### src/rtl/pwm_pkg.sv
`default_nettype none
// +----------------------------------------------------------------------------+
// | Module : pwm_pkg                                                           |
// | Desc   : Shared widths and config-word field positions for the PWM blocks. |
// | Rev    : 1.0  initial release                                              |
// +----------------------------------------------------------------------------+
package pwm_pkg;

  localparam int CCW      = 24;  // config word width
  localparam int DUTY_W   = 8;   // base duty width, period = 2**DUTY_W clocks
  localparam int SEQ_W    = 16;  // dither sequence length in periods
  localparam int DUTY_LSB = 16;  // cfg[DUTY_LSB +: DUTY_W] = base duty
  localparam int SEQ_LSB  = 0;   // cfg[SEQ_LSB  +: SEQ_W]  = dither sequence

endpackage
`default_nettype wire

### src/rtl/red_pitaya_pwm_gen.sv
`default_nettype none
// +----------------------------------------------------------------------------+
// | Module : red_pitaya_pwm_gen                                                |
// | Desc   : Sigma-delta dithered PWM, base duty plus a per-period extra bit.  |
// | Rev    : 1.0  initial release                                              |
// +----------------------------------------------------------------------------+
module red_pitaya_pwm_gen #(
  parameter int CCW    = pwm_pkg::CCW,
  parameter int DUTY_W = pwm_pkg::DUTY_W,
  parameter int SEQ_W  = pwm_pkg::SEQ_W
) (
  input  logic           clk_i,
  input  logic           rst_i,
  input  logic           en_i,
  input  logic [CCW-1:0] cfg_i,
  output logic           pwm_o,
  output logic           frame_o,
  output logic [CCW-1:0] cfg_o
);

  import pwm_pkg::*;

  localparam int            BW          = (SEQ_W > 1) ? $clog2(SEQ_W) : 1;
  localparam int            TW          = DUTY_W + 1;
  localparam logic [BW-1:0] C_BCNT_LAST = BW'(SEQ_W - 1);

  logic [DUTY_W-1:0] r_vcnt;
  logic [BW-1:0]     r_bcnt;
  logic [TW-1:0]     r_thr;
  logic [CCW-1:0]    r_cfg_q;
  logic              r_pwm;
  logic              r_frame;

  logic              w_vwrap;
  logic              w_fwrap;
  logic              w_load;
  logic [CCW-1:0]    w_cfg_next;
  logic [BW-1:0]     w_bcnt_next;
  logic [DUTY_W-1:0] w_duty;
  logic [SEQ_W-1:0]  w_seq;
  logic [TW-1:0]     w_thr_next;

  assign w_vwrap = &r_vcnt;
  assign w_fwrap = w_vwrap && (r_bcnt == C_BCNT_LAST);
  assign w_load  = !en_i || w_fwrap;

  // Threshold is prepared for the period about to start, from the config it
  // will run with, so a freshly loaded word takes effect in period 0.
  assign w_cfg_next  = w_load ? cfg_i : r_cfg_q;
  assign w_bcnt_next = w_load ? '0 : r_bcnt + 1'b1;
  assign w_duty      = w_cfg_next[DUTY_LSB +: DUTY_W];
  assign w_seq       = w_cfg_next[SEQ_LSB +: SEQ_W];
  assign w_thr_next  = {1'b0, w_duty} + TW'(w_seq[w_bcnt_next]);

  always_ff @(posedge clk_i or posedge rst_i) begin
    if (rst_i) begin
      r_vcnt  <= '0;
      r_bcnt  <= '0;
      r_thr   <= '0;
      r_cfg_q <= '0;
      r_pwm   <= 1'b0;
      r_frame <= 1'b0;
    end else if (!en_i) begin
      r_vcnt  <= '0;
      r_bcnt  <= '0;
      r_thr   <= w_thr_next;
      r_cfg_q <= cfg_i;
      r_pwm   <= 1'b0;
      r_frame <= 1'b0;
    end else begin
      r_pwm   <= ({1'b0, r_vcnt} < r_thr);
      r_frame <= (r_vcnt == '0) && (r_bcnt == '0);
      r_vcnt  <= r_vcnt + 1'b1;
      if (w_vwrap) begin
        r_bcnt  <= w_bcnt_next;
        r_thr   <= w_thr_next;
        r_cfg_q <= w_cfg_next;
      end
    end
  end

  assign pwm_o   = r_pwm;
  assign frame_o = r_frame;
  assign cfg_o   = r_cfg_q;

endmodule
`default_nettype wire

### config.mk
export PLATFORM = sky130hd
export DESIGN_NAME = red_pitaya_pwm_gen
export DESIGN_NICKNAME = d
export VERILOG_FILES = /design/src/rtl/pwm_pkg.sv /design/src/rtl/red_pitaya_pwm_gen.sv
export SDC_FILE = /design/constraint.sdc
export NUM_CORES = 1
export LEC_CHECK = 0
export CORE_MARGIN = 1
export CORE_UTILIZATION = 45
export CTS_CLUSTER_DIAMETER = 30
export DETAILED_ROUTE_END_ITERATION = 16
export GPL_ROUTABILITY_DRIVEN = 0
export PLACE_DENSITY = 0.73
export REMOVE_ABC_BUFFERS = 1
export SYNTH_ARGS = -nofsm -noshare
export SYNTH_HDL_FRONTEND = slang
export SYNTH_SLANG_ARGS = --single-unit
### constraint.sdc
create_clock -name clk_i -period 3.6 [get_ports clk_i]
set_input_delay 0.36 -clock clk_i [delete_from_list [all_inputs] [get_ports clk_i]]
set_output_delay 0.36 -clock clk_i [all_outputs]
set_load 0.02 [all_outputs]
### Word-level counts from Yosys, hierarchy flattened

Index checks and enable logic that the tools add are counted.

* bits in registers: 47
* input bits: 27
* word-level logic and storage cells: 33

* add/subtract/negate cells: 3
* magnitude comparators: 2
* equality and inequality tests: 2
* multiplexer cells: 13
* reductions and logical operators: 7

Operators with widths (number)
* 24-bit two-way mux: 3
* 9-bit two-way mux: 2
* 4-bit two-way mux: 3
* 8-bit by 1-bit adder with 9-bit output: 1
* 8-bit by 9-bit less-than comparator with 1-bit output: 1
* 8-bit by 1-bit adder with 8-bit output (second input constant): 1
* 8-bit zero test: 1
* 8-bit two-way mux: 1
* 8-bit AND reduction: 1
* 4-bit by 5-bit less-than comparator with 1-bit output (second input constant): 1
* 4-bit by 1-bit adder with 4-bit output (second input constant): 1
* 1-bit binary-select mux with 4-bit select: 1
* 4-bit equality test (second input constant): 1
* 4-bit zero test: 1
* 1-bit two-way mux: 3
* 1-bit logical AND: 2
* 2-bit by 1-bit != test with 1-bit output (second input constant): 1
* 1-bit zero test: 1
* 1-bit logical OR: 1

### Logic depth before layout (Yosys ltp)

* word-level depth: 9
* depth in mapped cells: 17
* gate-level depth less buffers: 15

### Worst setup path after synthesis

No wires, ideal clock.

* path kind: reg2reg
* start: register r_bcnt[0]
* end: register r_thr[8]
* setup time: 118 ps
* data arrival time: 3269 ps
* required time: 3482 ps
* path slack: 213 ps
* stages on the path, launching flop included: 16
* path buffers: 2
* period minus slack after synthesis: 3387 ps
* cell sequence: dfrtp_1 clkbuf_1 inv_1 ha_1 clkbuf_1 mux4_2 or3b_2 a31oi_1 nor2_1 ha_1 ha_1 nand3_1 nor3_1 a21oi_1 nor4_1 a21o_1

* longest elaborated chain between the ends: 9
* elaborated cells between the ends (all ways): 11
* classes of those cells: add/sub: 2; eq/ne: 1; mux: 6; reduce/logical: 2

Ends and longest elaborated chain
* start, declared: RTL line red_pitaya_pwm_gen.sv:28 `logic [BW-1:0] r_bcnt;`
* start signal, assigned: RTL line red_pitaya_pwm_gen.sv:75 `r_bcnt <= w_bcnt_next;`
* branches (longest 6 deep; another with 4-bit by 1-bit adder with 4-bit output)
* 8-bit by 1-bit adder with 9-bit output *: RTL line red_pitaya_pwm_gen.sv:53 `assign w_thr_next = {1'b0, w_duty} + TW'(w_seq[w_bcnt_next]);`
* 9-bit two-way mux: RTL line red_pitaya_pwm_gen.sv:74 `if (w_vwrap) begin`
* 9-bit two-way mux *: RTL line red_pitaya_pwm_gen.sv:63 `end else if (!en_i) begin`
* end signal, assigned: RTL line red_pitaya_pwm_gen.sv:66 `r_thr <= w_thr_next;`
* end signal, assigned: RTL line red_pitaya_pwm_gen.sv:76 `r_thr <= w_thr_next;`
* end, declared: RTL line red_pitaya_pwm_gen.sv:29 `logic [TW-1:0] r_thr;`

Mark *: on every way between the ends. The select of a mux whose other input is x is not followed.
A chain may end at the register's enable or synchronous reset.

### Final worst setup path

* start: register r_bcnt[0]
* end: register r_thr[6]

The elaborated chain is that of the path after synthesis.

==> metrics.log <==
[metrics] largest driver fanout on the critical path: 9
[metrics] number of H-tree levels: 2
[metrics] Clock Tree Buf Depth: 2
[metrics] Post-Synthesis Cells: approximately 240
[metrics] count of buffers inserted at the top-level ports: 52
[metrics] Final Core Density: 58.8%
[metrics] Overall Global Routing Usage: 18.6%
[metrics] startpoint of the tightest hold check path: r_thr[5]
[metrics] final setup slack of the worst path: between 0.2 and 0.3 ns
[metrics] post-route DRC violation count: 0
[metrics] largest delay contributor family on the critical path: simple AND/OR/NAND/NOR gates
[metrics] wire length of the first global-routing pass: a little under 9000 um
[metrics] vertical die dimension: slightly below 80 um
[metrics] cell area after synthesis: between 2000 and 3000 um2
[metrics] endpoint of the worst hold path: r_thr[5]
[metrics] worst hold path depth: 2
[metrics] actual slew at the worst max-slew pin: approximately 0.98 ns
[metrics] Initial Utilization: approximately 47%
[metrics] count of unique library cells instantiated by Yosys: 42
[metrics] Congestion Overflow GR: 0
[metrics] nature of the critical path endpoint: register
[metrics] buffer cell driving the clock tree root: clkbuf_8
[metrics] final antenna-violating net count: 0
[metrics] synthesized flop and latch total: 47
[metrics] reg2reg end: r_thr[6]
[metrics] combinational family with the most area after synthesis: multiplexers
[metrics] slowest CP cell: or3b_2
[metrics] TritonCTS clock tree: yes
[metrics] min Tclk post-route: around 3.3 ns
[metrics] complex-gate fraction of the synthesized area: around a tenth
[metrics] share of cell area taken by muxes after synthesis: 15.5%
[metrics] CTS Buf Count: 5
[metrics] Max Clock Freq: between 0.3 and 0.4 GHz
[metrics] number of clock sinks: between 40 and 50
[metrics] Cell Pwr Density: around 360 nW/um2
[metrics] cell types occupying the most area after synthesis: dfrtp_1, mux2_2, ha_1
[metrics] largest net degree at the start of global routing: 48
[metrics] worst path required time: 3.74 ns
[metrics] peak ir drop on the vdd network: 0.270 mV
[metrics] DRT Wirelength: roughly 5200 um
[metrics] post-CTS setup repair buffer count: 0
[metrics] count of cells resized by post-cts repair: 0
[metrics] # hold bufs at CTS: 0
[metrics] static leakage: between 1 and 1.5 nW
[metrics] fill cell instance count of the final layout: ~490
[metrics] die area: 6010 um2
[metrics] Cell Chain, Critical Path: buf_4 > ha_1 > nand2b_1 > o21ai_0 > a21oi_1 > or3b_2 > a31oi_1 > nor2_1 > ha_1 > ha_1 > nand3_1 > nor2_1 > a21oi_1 > xnor2_1 > o21ai_0
[metrics] most common cell type on the critical path: ha_1
[metrics] dominant cell type by area after synthesis: dfrtp_1
[metrics] worst path bufs/invs: 1
[metrics] max-capacitance violation count: 0
[metrics] count of TritonRoute iterations in the first routing pass: 4
[metrics] mean routed wirelength per cell: 14.2 um
[metrics] R2R cell count: 15
[metrics] final number of setup-violating endpoints: 0
[metrics] portion of the clock cycle consumed by the worst path in the final layout: between 90% and 100%
[metrics] worst flop-to-flop path startpoint: r_bcnt[0]
[metrics] register area share after synthesis: between 40% and 50%
[metrics] insertion delay of the later-clocked pin in the worst-skew pair: about 0.29 ns
[metrics] slowest stage delay, CP: 0.48 ns
[metrics] CP Class: register to register
[metrics] number of hold-slack violations in the final timing report: 0
[metrics] Site Rows: 27
[metrics] boundary pin count: 53
[metrics] worst hold-check path type: register to register
[metrics] core region area: around 5500 um2
[metrics] element type at the critical path start: register
[metrics] number of vias per cell: 5.17
[metrics] initial antenna violation count: 0
[metrics] xor-xnor portion of the synthesized cell area: approximately 4.4%
[metrics] fraction of the mapped netlist area in simple logic gates: around 14%
[metrics] Die X-Extent: ~78 um
[metrics] Antenna Cells: 0
[metrics] Sum Neg Setup Slack: 0 ns
[metrics] placed wire-length estimate: 3810 um
[metrics] layout net count: between 300 and 400
[metrics] Worst EP arrival: around 3.5 ns
[metrics] fraction of the mapped netlist area in adder cells: roughly 6.3%
[metrics] Initial DRC Count: around 110
[metrics] layout overhead on the synthesized area: 26.1%
[metrics] worst clock skew: roughly 0.0097 ns
[metrics] clock transition at the register clock pins on the worst setup and hold paths after CTS: approximately 0.080 ns
[metrics] Avg Cell Area, Syn: approximately 11 um2
[metrics] total number of vias: between 1,500 and 2,000
[metrics] number of global-route vias before repair: 1,844
[metrics] setup repair after global routing missed its margin: false
[metrics] worst setup slack for register-to-register paths: between 0.2 and 0.3 ns
[metrics] fraction of final layout cells with drive strength greater than 1: 14.4%
[metrics] Ys Warns: 0
[metrics] headroom to the max-slew limit: roughly a third
[metrics] share of Yosys cell area claimed by the top area cell type: a little under half
[metrics] status: finished, final reports clean
[metrics] count of pins over their slew limit: 0
[metrics] pre-CTS setup slack: ~0.31 ns
## per-stage QoR
stage	cells	instance area, um2	hold slack [ns]	power [mW]
floorplan	229	2520	0.440	0.761
global placement	358	3170	0.467	0.885
detailed placement	358	3170	0.478	0.889
CTS	364	3240	0.497	1.18
global route	364	3240	0.531	1.23
finish	364	3240	0.496	1.17
## cell type report
class                      count  area, um2  area share [%]
multi-input combinational    165       1280            39.5
timing repair buffer          57        558            17.2
clock buffer                   6       72.6            2.24
tap                           72       90.1            2.78
inverter                      17       63.8            1.97
sequential                    47       1180            36.3
## logic make-up after synthesis
| logic type | after synthesis |
|---|---|
| flip-flops | 47 |
| buffers and inverters | 26 |
| AO/OA/AOI/OAI | 37 |
| adder cells (fa/ha/maj) | 13 |
| AND/OR/NAND/NOR | 68 |
| multiplexers | 34 |
| XOR/XNOR | 13 |
## tightest hold or removal path, cell delays in order, from the launching register on
cell,delay [ns]
dfrtp_1,0.35
nand2_1,0.05
o21ai_1,0.06
## cell usage after synthesis
cell type and count:
o21ai_1 2, nor4_1 2, o31ai_4 1, or3b_2 1, a21bo_2 1, and2_1 10, nand2_1 15, buf_6 1
dfrtp_1 47, buf_4 2, o211a_1 1, nand4_2 1, o2111ai_1 1, inv_1 17, o21ai_0 10, xor2_1 3
nor2_1 11, and3_1 4, nand2b_1 3, nand3_2 1, nand4b_1 1, a21oi_1 10, nand4_1 3, o211ai_1 1
a31oi_1 1, nand3_1 11, o21ai_2 1, o31ai_1 2, mux2_2 22, a21boi_0 1, ha_1 13, nor4b_1 1
nor3_1 2, mux2_4 1, nor2b_1 2, clkbuf_1 5, mux4_2 2, xnor2_1 10, a21o_1 4, o21bai_1 1
buf_2 1, mux2i_1 9
## layer usage
layer | part of all wire [%] | wire, um | track usage (%) | vias to the layer above
li1 | - | - | - | 930
met1 | 51 | 2660 | 26.8 | 913
met2 | 44 | 2290 | 28.5 | 33
met3 | 3.1 | 159 | 3.76 | 7
met4 | 1.1 | 57 | 4.91 | 0
met5 | 0 | 0 | 0 | -
## how the worst max path moves through the flow
stage | startpoint | to | slack [ns] | depth (start not counted)
after floorplan | r_bcnt[0] | r_thr[8] | 0.09 | 13
after global placement | r_bcnt[0] | r_thr[6] | 0.44 | 15
after detailed placement | r_bcnt[0] | r_thr[6] | 0.31 | 15
after CTS | r_bcnt[0] | r_thr[6] | 0.31 | 15
after global routing | r_bcnt[0] | r_thr[6] | 0.06 | 15
final | r_bcnt[0] | r_thr[6] | 0.29 | 15
## power breakdown
group	leakage (nW)	total (mW)	internal (mW)	switching (mW)
sequential	0.577	0.610	0.573	0.0375
clock	0.0371	0.290	0.130	0.160
combinational	0.836	0.267	0.142	0.124
total	1.45	1.17	0.845	0.322
## flip-flops by register name (all words and copies together), names as in the netlist
| signal | cells |
|---|---|
| frame_o | 1 |
| r_thr | 9 |
| r_bcnt | 4 |
| r_vcnt | 8 |
| pwm_o | 1 |
| cfg_o | 24 |
## cells in the final DEF (no fill, tap or decap), types with 2 or more instances in the layout
master            n
a21o_1            4
mux4_2            2
ha_1             13
nor3_1            2
and2_1           10
o31ai_1           2
xnor2_1          10
nor4_1            2
nor2b_1           2
nor2_1           11
nand2b_1          3
clkdlybuf4s50_1  52
inv_1            16
mux2i_1           9
mux2_2           22
nand2_1          15
clkbuf_8          5
o21ai_1           2
a21oi_1          10
dfrtp_1          47
o21ai_0          10
buf_4             5
nand3_1          11
nand4_1           3
and3_1            4
xor2_1            3
Note: power is estimated with default switching activity, not from simulation.
